### config.mk
export PLATFORM = sky130hd
export DESIGN_NAME = serial_tx_queue_flat
export DESIGN_NICKNAME = d
export VERILOG_FILES = /design/src/rtl/serial_tx_queue_if.sv /design/src/rtl/serial_tx_queue.sv /design/src/flat_wrapper.sv
export SDC_FILE = /design/constraint.sdc
export NUM_CORES = 1
export LEC_CHECK = 0
export BUFFER_PORTS_ARGS = -buffer_cell sky130_fd_sc_hd__buf_2
export CORE_ASPECT_RATIO = 1.75
export CORE_UTILIZATION = 63
export CTS_CLUSTER_DIAMETER = 40
export CTS_CLUSTER_SIZE = 30
export DETAILED_ROUTE_END_ITERATION = 10
export PLACE_DENSITY = 0.8
export SKIP_LAST_GASP = 1
export SYNTH_ARGS = -nofsm -noshare
export SYNTH_HDL_FRONTEND = slang
export SYNTH_SLANG_ARGS = --single-unit
### constraint.sdc
create_clock -name clk9600x16 -period 7.2 [get_ports clk9600x16]
set_clock_uncertainty 0.05 [all_clocks]
set_input_delay 1.44 -clock clk9600x16 [delete_from_list [all_inputs] [get_ports clk9600x16]]
set_output_delay 1.44 -clock clk9600x16 [all_outputs]
set_load 0.05 [all_outputs]
### src/rtl/serial_tx_queue_if.sv
// Bundle of the NIOS-side write port, transmitter handshake and queue status for serial_tx_queue.
// The ovfCnt member exists only when SERIAL_TXQ_OVF_CNT_EN is defined.
interface serial_tx_queue_if #(
  parameter int unsigned ADDR_W = 4
);
  logic [7:0]      wrData;
  logic            wrEn;
  logic            charSent;
  logic [7:0]      dataToSent;
  logic            transEnable;
  logic            full;
  logic            empty;
  logic [ADDR_W:0] count;
  logic            busy;
  logic            txErr;
`ifdef SERIAL_TXQ_OVF_CNT_EN
  logic [7:0]      ovfCnt;
`endif

  modport master (
`ifdef SERIAL_TXQ_OVF_CNT_EN
    input  ovfCnt,
`endif
    output wrData, wrEn, charSent,
    input  dataToSent, transEnable, full, empty, count, busy, txErr
  );

  modport slave (
`ifdef SERIAL_TXQ_OVF_CNT_EN
    output ovfCnt,
`endif
    input  wrData, wrEn, charSent,
    output dataToSent, transEnable, full, empty, count, busy, txErr
  );
endinterface

### src/rtl/serial_tx_queue.sv
// Byte FIFO plus sequencer feeding the serial transmitter; one byte per transEnable burst.
// Optional SERIAL_TXQ_OVF_CNT_EN adds a saturating dropped-write counter (ovfCnt).
module serial_tx_queue #(
  parameter int unsigned DEPTH       = 16,
  parameter int unsigned ADDR_W      = 4,
  parameter int unsigned HOLD_CYCLES = 16,
  parameter int unsigned TIMEOUT     = 4096
) (
  input logic                clk9600x16,
  input logic                rst,
  serial_tx_queue_if.slave   txq_io
);

  localparam int unsigned CntW  = ADDR_W + 1;
  localparam int unsigned HoldW = $clog2(HOLD_CYCLES + 1);
  localparam int unsigned ToW   = $clog2(TIMEOUT + 1);

  typedef enum logic [1:0] {StIdle, StLoad, StWait, StGap} state_e;

  state_e            state_q, state_d;
  logic [7:0]        mem_q [DEPTH];
  logic [ADDR_W-1:0] wr_ptr_q, wr_ptr_d, rd_ptr_q, rd_ptr_d;
  logic [CntW-1:0]   count_q, count_d;
  logic              full_q, full_d, empty_q, empty_d;
  logic [HoldW-1:0]  hold_q, hold_d;
  logic [ToW-1:0]    to_q, to_d;
  logic [7:0]        data_q, data_d;
  logic              txerr_q, txerr_d;
  logic              sync1_q, sync2_q, prev_q;
  logic              done_rise, wr_accept, pop;
  logic              trans_en, busy;

  assign wr_accept = txq_io.wrEn & ~full_q;
  assign done_rise = sync2_q & ~prev_q;

  // Storage needs no reset; only pointers and count define what is valid.
  always_ff @(posedge clk9600x16) begin
    if (wr_accept) begin
      mem_q[wr_ptr_q] <= txq_io.wrData;
    end
  end

  always_comb begin
    wr_ptr_d = wr_accept ? wr_ptr_q + ADDR_W'(1) : wr_ptr_q;
    rd_ptr_d = pop ? rd_ptr_q + ADDR_W'(1) : rd_ptr_q;
    count_d  = count_q;
    unique case ({wr_accept, pop})
      2'b10:   count_d = count_q + CntW'(1);
      2'b01:   count_d = count_q - CntW'(1);
      default: count_d = count_q;
    endcase
    full_d  = (count_d == CntW'(DEPTH));
    empty_d = (count_d == '0);
  end

  always_ff @(posedge clk9600x16 or negedge rst) begin
    if (!rst) begin
      wr_ptr_q <= '0;
      rd_ptr_q <= '0;
      count_q  <= '0;
      full_q   <= 1'b0;
      empty_q  <= 1'b1;
      sync1_q  <= 1'b0;
      sync2_q  <= 1'b0;
      prev_q   <= 1'b0;
    end else begin
      wr_ptr_q <= wr_ptr_d;
      rd_ptr_q <= rd_ptr_d;
      count_q  <= count_d;
      full_q   <= full_d;
      empty_q  <= empty_d;
      sync1_q  <= txq_io.charSent;
      sync2_q  <= sync1_q;
      prev_q   <= sync2_q;
    end
  end

  // State register
  always_ff @(posedge clk9600x16 or negedge rst) begin
    if (!rst) begin
      state_q <= StIdle;
      hold_q  <= '0;
      to_q    <= '0;
      data_q  <= '0;
      txerr_q <= 1'b0;
    end else begin
      state_q <= state_d;
      hold_q  <= hold_d;
      to_q    <= to_d;
      data_q  <= data_d;
      txerr_q <= txerr_d;
    end
  end

  // Next-state logic; completion edges are only honoured in StWait.
  always_comb begin
    state_d = state_q;
    hold_d  = hold_q;
    to_d    = to_q;
    data_d  = data_q;
    txerr_d = txerr_q;
    pop     = 1'b0;
    unique case (state_q)
      StIdle: begin
        if (!empty_q) begin
          data_d  = mem_q[rd_ptr_q];
          pop     = 1'b1;
          hold_d  = '0;
          state_d = StLoad;
        end
      end
      StLoad: begin
        if (hold_q == HoldW'(HOLD_CYCLES - 1)) begin
          to_d    = '0;
          state_d = StWait;
        end else begin
          hold_d = hold_q + HoldW'(1);
        end
      end
      StWait: begin
        if (done_rise) begin
          state_d = StGap;
        end else if (to_q == ToW'(TIMEOUT - 1)) begin
          txerr_d = 1'b1;
          state_d = StGap;
        end else begin
          to_d = to_q + ToW'(1);
        end
      end
      StGap:   state_d = StIdle;
      default: state_d = StIdle;
    endcase
  end

  // Outputs decoded from state so reset drops transEnable immediately.
  always_comb begin
    trans_en = (state_q == StLoad);
    busy     = (state_q != StIdle);
  end

  assign txq_io.dataToSent  = data_q;
  assign txq_io.transEnable = trans_en;
  assign txq_io.full        = full_q;
  assign txq_io.empty       = empty_q;
  assign txq_io.count       = count_q;
  assign txq_io.busy        = busy;
  assign txq_io.txErr       = txerr_q;

`ifdef SERIAL_TXQ_OVF_CNT_EN
  logic [7:0] ovf_q, ovf_d;

  always_comb begin
    ovf_d = ovf_q;
    if (txq_io.wrEn && full_q && (ovf_q != 8'hFF)) begin
      ovf_d = ovf_q + 8'd1;
    end
  end

  always_ff @(posedge clk9600x16 or negedge rst) begin
    if (!rst) begin
      ovf_q <= '0;
    end else begin
      ovf_q <= ovf_d;
    end
  end

  assign txq_io.ovfCnt = ovf_q;
`endif

endmodule

### src/flat_wrapper.sv
// flat-port wrapper written by rule: the top's interface ports become plain ports
module serial_tx_queue_flat 
#(
  parameter int unsigned DEPTH       = 16,
  parameter int unsigned ADDR_W      = 4,
  parameter int unsigned HOLD_CYCLES = 16,
  parameter int unsigned TIMEOUT     = 4096
)
  (clk9600x16, rst, txq_io_wrData, txq_io_wrEn, txq_io_charSent, txq_io_dataToSent, txq_io_transEnable, txq_io_full, txq_io_empty, txq_io_count, txq_io_busy, txq_io_txErr);
  serial_tx_queue_if #(.ADDR_W(ADDR_W)) txq_io_i ();
  input logic clk9600x16;
  input logic rst;
  input wire logic [$bits(txq_io_i.wrData)-1:0] txq_io_wrData;
  input wire logic [$bits(txq_io_i.wrEn)-1:0] txq_io_wrEn;
  input wire logic [$bits(txq_io_i.charSent)-1:0] txq_io_charSent;
  output wire logic [$bits(txq_io_i.dataToSent)-1:0] txq_io_dataToSent;
  output wire logic [$bits(txq_io_i.transEnable)-1:0] txq_io_transEnable;
  output wire logic [$bits(txq_io_i.full)-1:0] txq_io_full;
  output wire logic [$bits(txq_io_i.empty)-1:0] txq_io_empty;
  output wire logic [$bits(txq_io_i.count)-1:0] txq_io_count;
  output wire logic [$bits(txq_io_i.busy)-1:0] txq_io_busy;
  output wire logic [$bits(txq_io_i.txErr)-1:0] txq_io_txErr;
  assign txq_io_i.wrData = txq_io_wrData;
  assign txq_io_i.wrEn = txq_io_wrEn;
  assign txq_io_i.charSent = txq_io_charSent;
  assign txq_io_dataToSent = txq_io_i.dataToSent;
  assign txq_io_transEnable = txq_io_i.transEnable;
  assign txq_io_full = txq_io_i.full;
  assign txq_io_empty = txq_io_i.empty;
  assign txq_io_count = txq_io_i.count;
  assign txq_io_busy = txq_io_i.busy;
  assign txq_io_txErr = txq_io_i.txErr;
  serial_tx_queue #(.DEPTH(DEPTH), .ADDR_W(ADDR_W), .HOLD_CYCLES(HOLD_CYCLES), .TIMEOUT(TIMEOUT)) u_core (.clk9600x16(clk9600x16), .rst(rst), .txq_io(txq_io_i));
endmodule
==> metrics.md, run 1 <==
| Metric | Value |
|---|---|
| Post-synth net total | 495 |
| Area Growth Syn to Fin | 9.96% |
| Comb pwr share | 0.319 |
| Worst-path clk slew | 0.07 ns |
| Post-CTS Hold Buffers | 0 |
| Hold Fails Final Rpt | 0 |
| Post-Syn Area | 7580 sq um |
| Main synth FF type | edfxtp_1 |
| P per Cell Area | 412 nW/um^2 |
| Post-detail-place hpwl | 9.38 mm |
| Final Critical Period | 3.80 ns |
| Initial antenna violation count | 0 |
| Min-delay src | u_core.sync1_q |
| Leading area contributor after synthesis | edfxtp_1 |
| Final #Nets | 524 |
| Worst reg2reg startpoint | u_core.state_q[0] |
| Cell Int Power | 2.23 mW |
| Chip width | 84.9 um |
| Total number of vias | roughly 4,100 |
| Max-Cap Viols | 0 |
| Yosys warns | 0 |
| Async S/R FF share, synth | 0.269 |
| Hold/Removal Path Class | flip-flop to flip-flop |
| CP Launch Point | txq_io_wrEn |
| Seq cells post-synth | about 180 |
| Relative slew margins | 0.309 |
| CP Data Required Time | approximately 7.5 ns |
| DRT Wirelength | 14.1 mm |
| Total global-route track usage | 0.249 |
| Crit-path cells | buf_2 > nor2b_1 > inv_2 > nand2_1 > xnor2_1 > ha_1 > or4b_1 > nor3_1 > nor3_1 > nand2b_1 > o32ai_1 > o221a_1 |
| Die ar. | ~12,000 sq um |
| Gpl congestion | 0.798 |
| Post-route ant nets | 0 |
| 1st-iter DRT viols | 236 |
| Skew-Pair Late Insertion Delay | about 0.43 ns |
| VDD IR-drop max | 0.277 mV |
| Count of cell types in the netlist | between 50 and 60 |
| Post-CTS Setup Bufs | 0 |
| Post_cts resized | 0 |
| Layout cells sized above 1 | 0.180 |
| Synth top area cells | edfxtp_1, dfrtp_1, mux4_1 |
| Post-Synthesis Cells | 469 |
| Avg WL per Cell | 21.9 um |
| Die height | 147 um |
| Critical Path Source Type | input pin |
| CP peak stage delay | roughly 0.6 ns |
| PortBufs | 29 |
| Vias per cell | 6.30 |
| Fin crit share | 0.528 |
| Most frequent cell after synthesis | edfxtp_1 |
| Global-route wire length before repair | 22.5 mm |
| Congestion Overflow GR | 0 |
| Hold path cells | 0 |
| Clock Sinks | 175 |
| Crit path kind | input pin to flip-flop |
| Number of core rows | 52 |
| ANT cells | 0 |
| Largest net degree at the start of global routing | 48 |
| Switching power of the nets | 1.20 mW |
| CP dominant cell by count | nor3_1 |
| RSZ-0062 raised after global routing | no |
| Setup_tns | 0 ns |
| Maximum clock frequency | 263 MHz |
| Crit-path max FO | 11 |
| Final number of max-transition violations | 0 |
| Tightest Pin Transition | between 1 and 1.5 ns |
| Vias in the first global route | 4,223 |
| Syn avg cell area | 16.2 sq um |
| Initial core utilization | 0.651 |
| Fillers | 720 |
| Commonest cells in the netlist | edfxtp_1, dfrtp_1, nand2_1 |
| Leakage | 3.08 nW |
| Seq/Total Area, Yosys | 0.663 |
| TritonRoute pass-1 iters | 8 |
| DRC | 4 |
| EDFF count, synth | 128 |
| Worst-case reg-to-reg path depth | 13 |
| Top-area cell type share of the netlist area | 0.507 |
| CTS Buf Count | 17 |
| Delay-heaviest family, CP | simple AND/OR/NAND/NOR gates |
| Arr. time, crit path | 4.12 ns |
| Fin util | 0.715 |
| Setup violations, final | 0 |
| Core area | 11,600 sq um |
| H-tree depth | 4 |
| Failing checks | DRC |
| Switch share | 0.349 |
| Power share of the clock group | 0.263 |
| CTS tree | done |
| I/O Pins | 30 |
| Clock buffer depth | 2 |
| Flop pwr share | 0.418 |
| CP bufs+invs | 2 |
| WP depth | 12 |
| Slowest-stage cell, CP | nor2b_1 |
| Status | complete, but fails checks |
| Root Buffer | clkbuf_16 |
| Crit. End Element | flip-flop |
logic make-up (layout without fill, tap and decap cells):
logic type      Yosys count  after routing  share of synthesized area
compound gates           40             40                     0.0332
flops                   175            175                      0.663
mux                      43             43                      0.133
buf+inv                  37             79                     0.0291
xor+xnor                 22             22                     0.0254
fa+ha+maj                14             14                     0.0231
simple gates            138            138                     0.0936
final cells by class:
type	count	area, sq um	share of cell area
Clock inverter	15	160	0.0192
Inverter	17	66.3	0.00796
Sequential cell	175	5020	0.603
Tap cell	135	169	0.0203
Clock buffer	17	425	0.0511
Timing Repair Buffer	30	153	0.0183
Multi-Input combinational cell	257	2330	0.280
final timing paths:
| kind | endpoint | slack, ns |
|---|---|---|
| worst max-delay path | u_core.txq_io.empty | 3.40 |
| worst min-delay path | u_core.sync2_q | 0.33 |
| worst max register to register | u_core.txq_io.empty | 3.94 |
| worst min register to register | u_core.sync2_q | 0.33 |
| max in group asynchronous | u_core.rd_ptr_q[0] | 5.26 |
| min in group asynchronous | u_core.txq_io.count[4] | 1.13 |
sequential cells by signal, indices dropped and copies added (netlist names):
signal	cells
u_core.txq_io.txErr	1
u_core.prev_q	1
u_core.sync2_q	1
u_core.txq_io.empty	1
u_core.wr_ptr_q	4
u_core.state_q	2
u_core.hold_q	5
u_core.txq_io.full	1
u_core.txq_io.count	5
u_core.sync1_q	1
u_core.to_q	13
u_core.mem_q	128
u_core.txq_io.dataToSent	8
u_core.rd_ptr_q	4
layer usage:
metal	GRT usage	vias up	part of all wire
met1	0.285	2045	0.37
met3	0.0551	39	0.038
met2	0.446	119	0.55
met4	0.108	0	0.037
met5	0	-	0
li1	-	1864	-
worst reg2reg max path, delay by kind of cell, from the launching register on:
kind                       cells  cell delay [ns]
DFF                            1             0.38
buffers and inverters          2             0.35
and+or+nand+nor                6             1.28
AOI/OAI and AO/OA              2             0.41
adders and majority gates      2             0.58
xor gates and xnor gates       1             0.17
through the flow:
stage               cell area, sq um  total power [mW]  setup slack, ns  cells  hold slack (ns)
floorplan                       7580              2.32             3.80    469            0.281
global placement                7740              2.50             3.16    614            0.294
detailed placement              7740              2.55             3.02    614            0.295
CTS                             8330              3.45             3.44    646            0.335
global route                    8330              3.60             3.18    646            0.349
finish                          8330              3.43             3.40    646            0.331
cells in the final DEF, fill, tap and decap left out, types with 3 or more instances in the layout:
| cell | instances |
|---|---|
| edfxtp_1 | 128 |
| or3_1 | 4 |
| and2_1 | 16 |
| xnor2_1 | 18 |
| and3_1 | 4 |
| inv_6 | 4 |
| a21oi_1 | 15 |
| nand2_1 | 44 |
| nand3_1 | 7 |
| nor2_1 | 17 |
| nand2b_1 | 6 |
| nand4_1 | 6 |
| xor2_1 | 4 |
| mux4_2 | 21 |
| inv_1 | 14 |
| buf_2 | 29 |
| mux2_2 | 3 |
| clkinvlp_4 | 3 |
| mux4_1 | 19 |
| nor3b_1 | 7 |
| nor3_1 | 15 |
| o21ai_0 | 10 |
| clkbuf_16 | 17 |
| ha_1 | 14 |
| dfrtp_1 | 45 |
power by group through the flow:
stage / registers [mW] / logic (mW) / clock network (mW)
finish: 1.44 / 1.10 / 0.902
global route: 1.46 / 1.19 / 0.949
global placement: 1.44 / 1.05 / 0
CTS: 1.44 / 1.10 / 0.909
floorplan: 1.47 / 0.851 / 0
detailed placement: 1.45 / 1.09 / 0
Power figures use the tool's default switching activity.
==> run 2, diff against run 1 <==
ABC_AREA = 1   (was not set)
CORE_UTILIZATION = 61   (was 63)
PLACE_DENSITY = 0.78   (was 0.8)
clock period = 3.7 ns   (was 7.2 ns; I/O delays follow)
==> run 2 against run 1 <==
Against the previous run:
- hold slack got worse by 0.017 ns
- global-route usage rose by 1.5 points
- sequential share of layout area fell by 1.0 points
- first-iteration DRC count rose by 30%
- cell count rose by 34%
- die area rose by 3.2%
- power rose by 110%
- setup slack got worse by 2.2 ns
- the run now ends clean
- register-to-register slack got worse by 2.7 ns
- flip-flop and latch count did not move
==> metrics.md, run 2 <==
| Metric | Value |
|---|---|
| PortBufs | 29 (unchanged) |
| I/O Pins | 30 (unchanged) |
| Worst-case reg-to-reg path depth | 14 (was 13) |
| RSZ-0062 raised after global routing | no (unchanged) |
| Total global-route track usage | 0.265 (was 0.249) |
| CTS Buf Count | 17 (unchanged) |
| Final #Nets | 715 (was 524) |
| Seq cells post-synth | 175 (unchanged) |
| Post-Synthesis Cells | 662 (was 469) |
| Final Critical Period | 2.47 ns |
| Vias per cell | 5.70 (was 6.30) |
| Tot Pwr | 7.05 mW (was 3.43 mW) |
| Yosys warns | 0 (unchanged) |
| Switch share | 0.394 (was 0.349) |
| Post-CTS Hold Buffers | 0 (unchanged) |
| Final number of max-transition violations | 0 (unchanged) |
| TritonRoute pass-1 iters | 5 (was 8) |
| Arr. time, crit path | 2.78 ns (was 4.12 ns) |
| Hold/Removal Path Class | flip-flop to flip-flop (unchanged) |
| Commonest cells after routing, fill and taps aside | nand2_1, edfxtp_1, nor2_1, o21ai_0, dfrtp_1 (was edfxtp_1, dfrtp_1, nand2_1, buf_2, mux4_2) |
| WP depth | 14 (was 12) |
| VDD IR-drop max | 0.392 mV (was 0.277 mV) |
| Xor/xnor share of the synthesized area | 0.0185 (was 0.0254) |
| Post-detail-place hpwl | 10.8 mm (was 9.38 mm) |
| Cell Int Power | 4.27 mW (was 2.23 mW) |
| Initial core utilization | 0.628 (was 0.651) |
| Commonest cells in the netlist | nand2_1, edfxtp_1, nor2_1 (was edfxtp_1, dfrtp_1, nand2_1) |
| Fin area | 8470 sq um (was 8330 sq um) |
| Post-Synth Adder-Cell Area | 0.0231 (about the same) |
| ANT cells | 0 (unchanged) |
| Most flop-heavy register | u_core.mem_q (unchanged) |
| Main synth FF type | edfxtp_1 (unchanged) |
| Global-route wire length before repair | 24.9 mm (was 22.5 mm) |
| Clock buffer depth | 2 (unchanged) |
| H-tree depth | 4 (unchanged) |
| Portion of netlist area occupied by mux cells | 0.0211 (was 0.133) |
| Worst hold slack | 0.314 ns (was 0.331 ns) |
| Vias in the first global route | 4,894 (was 4,223) |
| Maximum clock frequency | between 400 and 500 MHz |
| DP Area | 7810 sq um (was 7740 sq um) |
| Setup_tns | 0 ns (unchanged) |
| Crit-path cells | inv_1 > ha_1 > inv_2 > nor2_8 > nand2_4 > nand2_1 > nand2_1 > ha_1 > nand2_1 > o21ai_0 > or2_2 > nor2_1 > nand3_1 > nor2_1 (was buf_2 > nor2b_1 > inv_2 > nand2_1 > xnor2_1 > ha_1 > or4b_1 > nor3_1 > nor3_1 > nand2b_1 > o32ai_1 > o221a_1) |
| Delay-heaviest family, CP | simple AND/OR/NAND/NOR gates (unchanged) |
| Hold path cells | 0 (unchanged) |
| Synth top area cells | edfxtp_1, dfrtp_1, nand2_1 (was edfxtp_1, dfrtp_1, mux4_1) |
| Total number of vias | 4,940 (was 4,067) |
| Die ar. | 12,900 sq um (was 12,500 sq um) |
| Fillers | 839 (was 720) |
| Fin crit share | 0.667 |
| Relative slew margins | 0.307 (was 0.309) |
| Gpl congestion | 0.955 (was 0.798) |
| Comb pwr share | 0.348 (was 0.319) |
| Slowest-stage cell, CP | dfrtp_1 (was nor2b_1) |
| Tightest Pin Transition | 1.04 ns (about the same) |
| CP bufs+invs | 2 (unchanged) |
| 1st-iter DRT viols | 306 (was 236) |
| Seq/Total Area, Yosys | 0.663 (about the same) |
| Commonest non-fill, non-tap cell in the layout | nand2_1 (was edfxtp_1) |
| Top-area cell type share of the netlist area | 0.507 (about the same) |
| Post_cts resized | 0 (unchanged) |
| Switching power of the nets | 2.78 mW (was 1.20 mW) |
| Root Buffer | clkbuf_16 (unchanged) |
| Initial antenna violation count | 0 (unchanged) |
| Congestion Overflow GR | 0 (unchanged) |
| Number of core rows | 53 (was 52) |
| Worst-path clk slew | 0.07 ns (about the same) |
| Crit. End Element | flip-flop (unchanged) |
| Clock Sinks | 175 (unchanged) |
| Setup violations, final | 0 (unchanged) |
| CP peak stage delay | 0.40 ns (was 0.60 ns) |
| Compound-Gate Fraction of Synth Area | 0.0877 (was 0.0332) |
| Status | finished clean (was complete, but fails checks) |
| Post-synth net total | 688 (was 495) |
| Simple-gate share of the synthesized area | 0.150 (was 0.0936) |
| Largest family of logic cells by synthesized area | simple AND/OR/NAND/NOR gates (was multiplexers) |
| EDFF count, synth | 128 (unchanged) |
| Flop pwr share | 0.374 (was 0.418) |
| Layout cells sized above 1 | 0.141 (was 0.180) |
| Power share of the clock group | 0.278 (was 0.263) |
| Core area | 12,100 sq um (was 11,600 sq um) |
| Post-route ant nets | 0 (unchanged) |
| Die height | 149 um (was 147 um) |
| Hold Fails Final Rpt | 0 (unchanged) |
| Largest net degree at the start of global routing | 67 (was 48) |
| P per Cell Area | 832 nW/um^2 (was 412 nW/um^2) |
| Skew-Pair Late Insertion Delay | 0.43 ns (about the same) |
| Critical Path Source Type | flip-flop (was input pin) |
| DRC | 0 (was 4) |
| Async S/R FF share, synth | 0.269 (unchanged) |
| Post-CTS Setup Bufs | 0 (unchanged) |
| Count of cell types in the netlist | 42 (was 52) |
| Leakage | 3.29 nW (was 3.08 nW) |
| Crit-path max FO | 19 (was 11) |
| Crit path kind | flip-flop to flip-flop (was input pin to flip-flop) |
| DRT Wirelength | 15.9 mm (was 14.1 mm) |
| Avg WL per Cell | 18.3 um (was 21.9 um) |
| CTS tree | done (unchanged) |
| Leading area contributor after synthesis | edfxtp_1 (unchanged) |
| Syn avg cell area | 11.4 sq um (was 16.2 sq um) |
| CP Data Required Time | 4.01 ns (was 7.52 ns) |
| Area Growth Syn to Fin | 11.8% (was 9.96%) |
| Max-Cap Viols | 0 (unchanged) |
| Number of flip-flops in the largest register | 128 (unchanged) |
| CP dominant cell by count | nand2_1 (was nor3_1) |
| Post-Syn Area | 7570 sq um (was 7580 sq um) |
| Most frequent cell after synthesis | nand2_1 (was edfxtp_1) |
| Chip width | 86.2 um (was 84.9 um) |
==> run 2: kinds of logic after synthesis <==
group	after synthesis
XOR/XNOR	16
flip-flops	175
buffers and inverters	61
adder cells (fa/ha/maj)	14
AND/OR/NAND/NOR	259
multiplexers	16
AO/OA/AOI/OAI	121
==> run 2: routing by layer <==
layer  track usage  routed length (um)
met5             0                   0
met2         0.483                8770
met3        0.0496                 572
met1         0.295                6060
met4         0.118                 452
==> run 2: worst paths after layout <==
kind / from / to / slack [ns]
max in group asynchronous: rst / u_core.rd_ptr_q[0] / 2.45
worst min register to register: u_core.sync1_q / u_core.sync2_q / 0.31
worst max register to register: u_core.state_q[0] / u_core.txq_io.full / 1.23
worst max-delay path: u_core.state_q[0] / u_core.txq_io.full / 1.23
min in group asynchronous: rst / u_core.txq_io.full / 0.43
worst min-delay path: u_core.sync1_q / u_core.sync2_q / 0.31
==> run 2: area by class of cell <==
cell class / count / area, sq um / share of cell area
inverter: 38 / 149 / 0.0176
tap: 165 / 206 / 0.0244
clock buffer: 17 / 425 / 0.0502
multi-input combinational: 426 / 2280 / 0.269
clock inverter: 15 / 231 / 0.0273
sequential: 175 / 5020 / 0.593
timing repair buffer: 31 / 160 / 0.0189
==> run 2: power by group through the flow <==
stage,logic [mW],clock network [mW],registers [mW]
global placement,2.34,0,2.66
detailed placement,2.41,0,2.67
CTS,2.44,1.97,2.63
finish,2.45,1.96,2.64
floorplan,1.65,0,2.85
global route,2.70,2.05,2.66
==> run 2: stage by stage <==
step	setup slack, ns	cells	utilization
4_1_cts	1.24	867	0.702
5_1_grt	1.01	867	0.702
6_report	1.23	867	0.702
2_1_floorplan	1.34	662	-
3_3_place_gp	1.33	835	0.647
3_5_place_dp	1.28	835	0.647
==> run 3, diff against run 2 <==
CORE_UTILIZATION = 55   (was 61)
PLACE_DENSITY = 0.74   (was 0.78)
clock period = 2.1 ns   (was 3.7 ns; I/O delays follow)
==> run 3 against run 2 <==
Against the previous run:
- utilization down 4.8 points
- first-iteration DRC count up 13%
- critical path type unchanged
- die area up 11%
- sequential power up 76%
- global-route usage down 1.1 points
- hold slack worse by 0.26 ns
- fmax up 21%
- power up 78%
- final area up 3.9%
- setup slack worse by 1.2 ns
- clock power up 46%
- critical path depth up 1
- largest cell class unchanged
==> metrics.md, run 3 (synthesis results as in run 2) <==
| Metric | Value |
|---|---|
| Status | finished clean (unchanged) |
| Final #Nets | 758 (was 715) |
| Post-route ant nets | 0 (unchanged) |
| Post-Place Worst Slack | 0.0169 ns (was 1.28 ns) |
| Final Critical Period | 2.03 ns (was 2.47 ns) |
| Flop pwr share | 0.370 (was 0.374) |
| Commonest non-fill, non-tap cell in the layout | nand2_1 (unchanged) |
| CTS tree | done (unchanged) |
| Hold/Removal Path Class | input pin to flip-flop (was flip-flop to flip-flop) |
| Total global-route track usage | 0.253 (was 0.265) |
| Power share of the clock group | 0.229 (was 0.278) |
| Root Buffer | clkbuf_16 (unchanged) |
| Vias per cell | 5.58 (was 5.70) |
| Post-detail-place hpwl | 11.6 mm (was 10.8 mm) |
| Commonest cells after routing, fill and taps aside | nand2_1, edfxtp_1, nor2_1, o21ai_0, dfrtp_1 (unchanged) |
| Clock buffer depth | 2 (unchanged) |
| Clock Sinks | 175 (unchanged) |
| Total number of vias | 5,124 (was 4,940) |
| Switch share | 0.404 (was 0.394) |
| Largest net degree at the start of global routing | 50 (was 67) |
| Number of flip-flops in the largest register | 128 (unchanged) |
| Max-Cap Viols | 0 (unchanged) |
| Initial core utilization | 0.563 (was 0.628) |
| Crit path kind | flip-flop to flip-flop (unchanged) |
| CP Data Required Time | 2.40 ns (was 4.01 ns) |
| Tightest Pin Transition | 0.647 ns (was 1.04 ns) |
| I/O Pins | 30 (unchanged) |
| RSZ-0062 raised after global routing | yes (was no) |
| Relative slew margins | 0.569 (was 0.307) |
| Arr. time, crit path | 2.34 ns (was 2.78 ns) |
| Avg WL per Cell | 18.4 um (was 18.3 um) |
| Crit-path max FO | 4 (was 19) |
| Worst-path clk slew | 0.06 ns (was 0.07 ns) |
| Leakage | 3.46 nW (was 3.29 nW) |
| Fillers | 1,022 (was 839) |
| 1st-iter DRT viols | 347 (was 306) |
| Global-route wire length before repair | 26.8 mm (was 24.9 mm) |
| Critical Path Source Type | flip-flop (unchanged) |
| P per Cell Area | 1420 nW/um^2 (was 832 nW/um^2) |
| DRT Wirelength | 16.9 mm (was 15.9 mm) |
| Skew-Pair Late Insertion Delay | 0.43 ns (about the same) |
| Switching power of the nets | 5.07 mW (was 2.78 mW) |
| Number of core rows | 56 (was 53) |
| Core area | 13,500 sq um (was 12,100 sq um) |
| Fin area | 8800 sq um (was 8470 sq um) |
| Most flop-heavy register | u_core.mem_q (unchanged) |
| Setup violations, final | 0 (unchanged) |
| Gpl congestion | 0.854 (was 0.955) |
| DRC | 0 (unchanged) |
| Congestion Overflow GR | 0 (unchanged) |
| H-tree depth | 4 (unchanged) |
| CTS Buf Count | 17 (unchanged) |
| Hold Fails Final Rpt | 0 (unchanged) |
| PortBufs | 29 (unchanged) |
| Tot Pwr | 12.5 mW (was 7.05 mW) |
| Crit. End Element | flip-flop (unchanged) |
| Post-Layout Cell Count | 919 (was 867) |
| Final number of max-transition violations | 0 (unchanged) |
| Setup_tns | 0 ns (unchanged) |
| Maximum clock frequency | 492 MHz (was 405 MHz) |
| VDD IR-drop max | 1.01 mV (was 0.392 mV) |
| Die ar. | 14,300 sq um (was 12,900 sq um) |
| Comb pwr share | 0.401 (was 0.348) |
| Die height | 157 um (was 149 um) |
| Initial antenna violation count | 0 (unchanged) |
| TritonRoute pass-1 iters | 4 (was 5) |
| Layout cells sized above 1 | 0.200 (was 0.141) |
| DP Area | 8170 sq um (was 7810 sq um) |
| Chip width | 90.7 um (was 86.2 um) |
| Placed Cells incl. Taps | 882 (was 835) |
| ANT cells | 0 (unchanged) |
| Fin crit share | 0.969 (was 0.667) |
| Area Growth Syn to Fin | 16.2% (was 11.8%) |
| Vias in the first global route | 5,266 (was 4,894) |
| Setup ws final | 0.0661 ns (was 1.23 ns) |
| Cell Int Power | 7.46 mW (was 4.27 mW) |
[run 3: cell types whose count changed in the layout (fill, tap and decap cells not counted), moves of 2 or more]
| cell | before | now |
|---|---|---|
| ha_4 | 0 | 3 |
| buf_12 | 0 | 2 |
| clkbuf_1 | 0 | 2 |
| clkinv_2 | 1 | 3 |
| inv_2 | 5 | 7 |
| inv_1 | 30 | 27 |
| buf_4 | 2 | 41 |
| nand2_4 | 1 | 3 |
| nand2_1 | 133 | 130 |
| clkinv_4 | 0 | 4 |
| ha_1 | 14 | 11 |
| inv_6 | 8 | 6 |
| bufinv_16 | 4 | 0 |
[run 3: stage by stage]
stage                     utilization  hold WS, ns
final                           0.654       0.0547
after detailed placement        0.608        0.289
after global routing            0.654       0.0424
after global placement          0.608        0.299
after floorplan                     -       0.0744
after CTS                       0.649       0.0446
[run 3: path summary, 6_finish.rpt]
check | from | end | slack [ns] | depth (start not counted)
min in group asynchronous | rst | u_core.hold_q[4] | 0.53 | 2
hold / removal | txq_io_charSent | u_core.sync1_q | 0.05 | 1
setup reg to reg | u_core.state_q[0] | u_core.txq_io.full | 0.07 | 15
max in group asynchronous | rst | u_core.rd_ptr_q[0] | 0.84 | 3
setup / recovery | u_core.state_q[0] | u_core.txq_io.full | 0.07 | 15
hold reg to reg | u_core.sync1_q | u_core.sync2_q | 0.30 | 0
[run 3: routing by layer]
metal / track usage / share of wire / up-vias
li1: - / - / 2438
met2: 0.472 / 0.56 / 137
met5: 0 / 0 / -
met3: 0.0415 / 0.033 / 63
met4: 0.174 / 0.064 / 0
met1: 0.256 / 0.34 / 2486
[run 3: area by class of cell]
cell class / instances / area [sq um] / share of cell area
tap: 174 / 218 / 0.0247
multi-input combinational: 426 / 2350 / 0.267
clock inverter: 13 / 104 / 0.0118
sequential: 175 / 5030 / 0.571
inverter: 38 / 156 / 0.0178
timing repair buffer: 74 / 514 / 0.0584
clock buffer: 19 / 433 / 0.0492
[run 3: critical path, stage by stage, from the launching register on]
cell	delay, ns
dfrtp_1	0.40
inv_2	0.09
ha_4	0.17
inv_8	0.04
nor2_8	0.11
nand2_4	0.07
nand2_4	0.06
nand2_4	0.06
ha_4	0.15
a21o_1	0.18
nand3b_1	0.16
nand3_1	0.08
nand2_2	0.06
nor2_1	0.08
nand3_1	0.10
nor2_1	0.12
[run 3: power by group through the flow]
stage / clock [mW] / combinational (mW) / sequential, mW
floorplan: 0 / 2.99 / 5.02
global placement: 0 / 4.67 / 4.66
detailed placement: 0 / 4.83 / 4.69
CTS: 2.91 / 4.89 / 4.62
global route: 3.06 / 5.48 / 4.68
finish: 2.87 / 5.02 / 4.64
[run 3: timing repair]
item                                    4_1_cts  5_1_grt
gates resized for setup                       0       11
setup buffers                                 1        3
hold endpoints to repair                     25        0
hold buffers                                  1        0
pin swaps                                     0        9
endpoints found under the setup margin        1       13
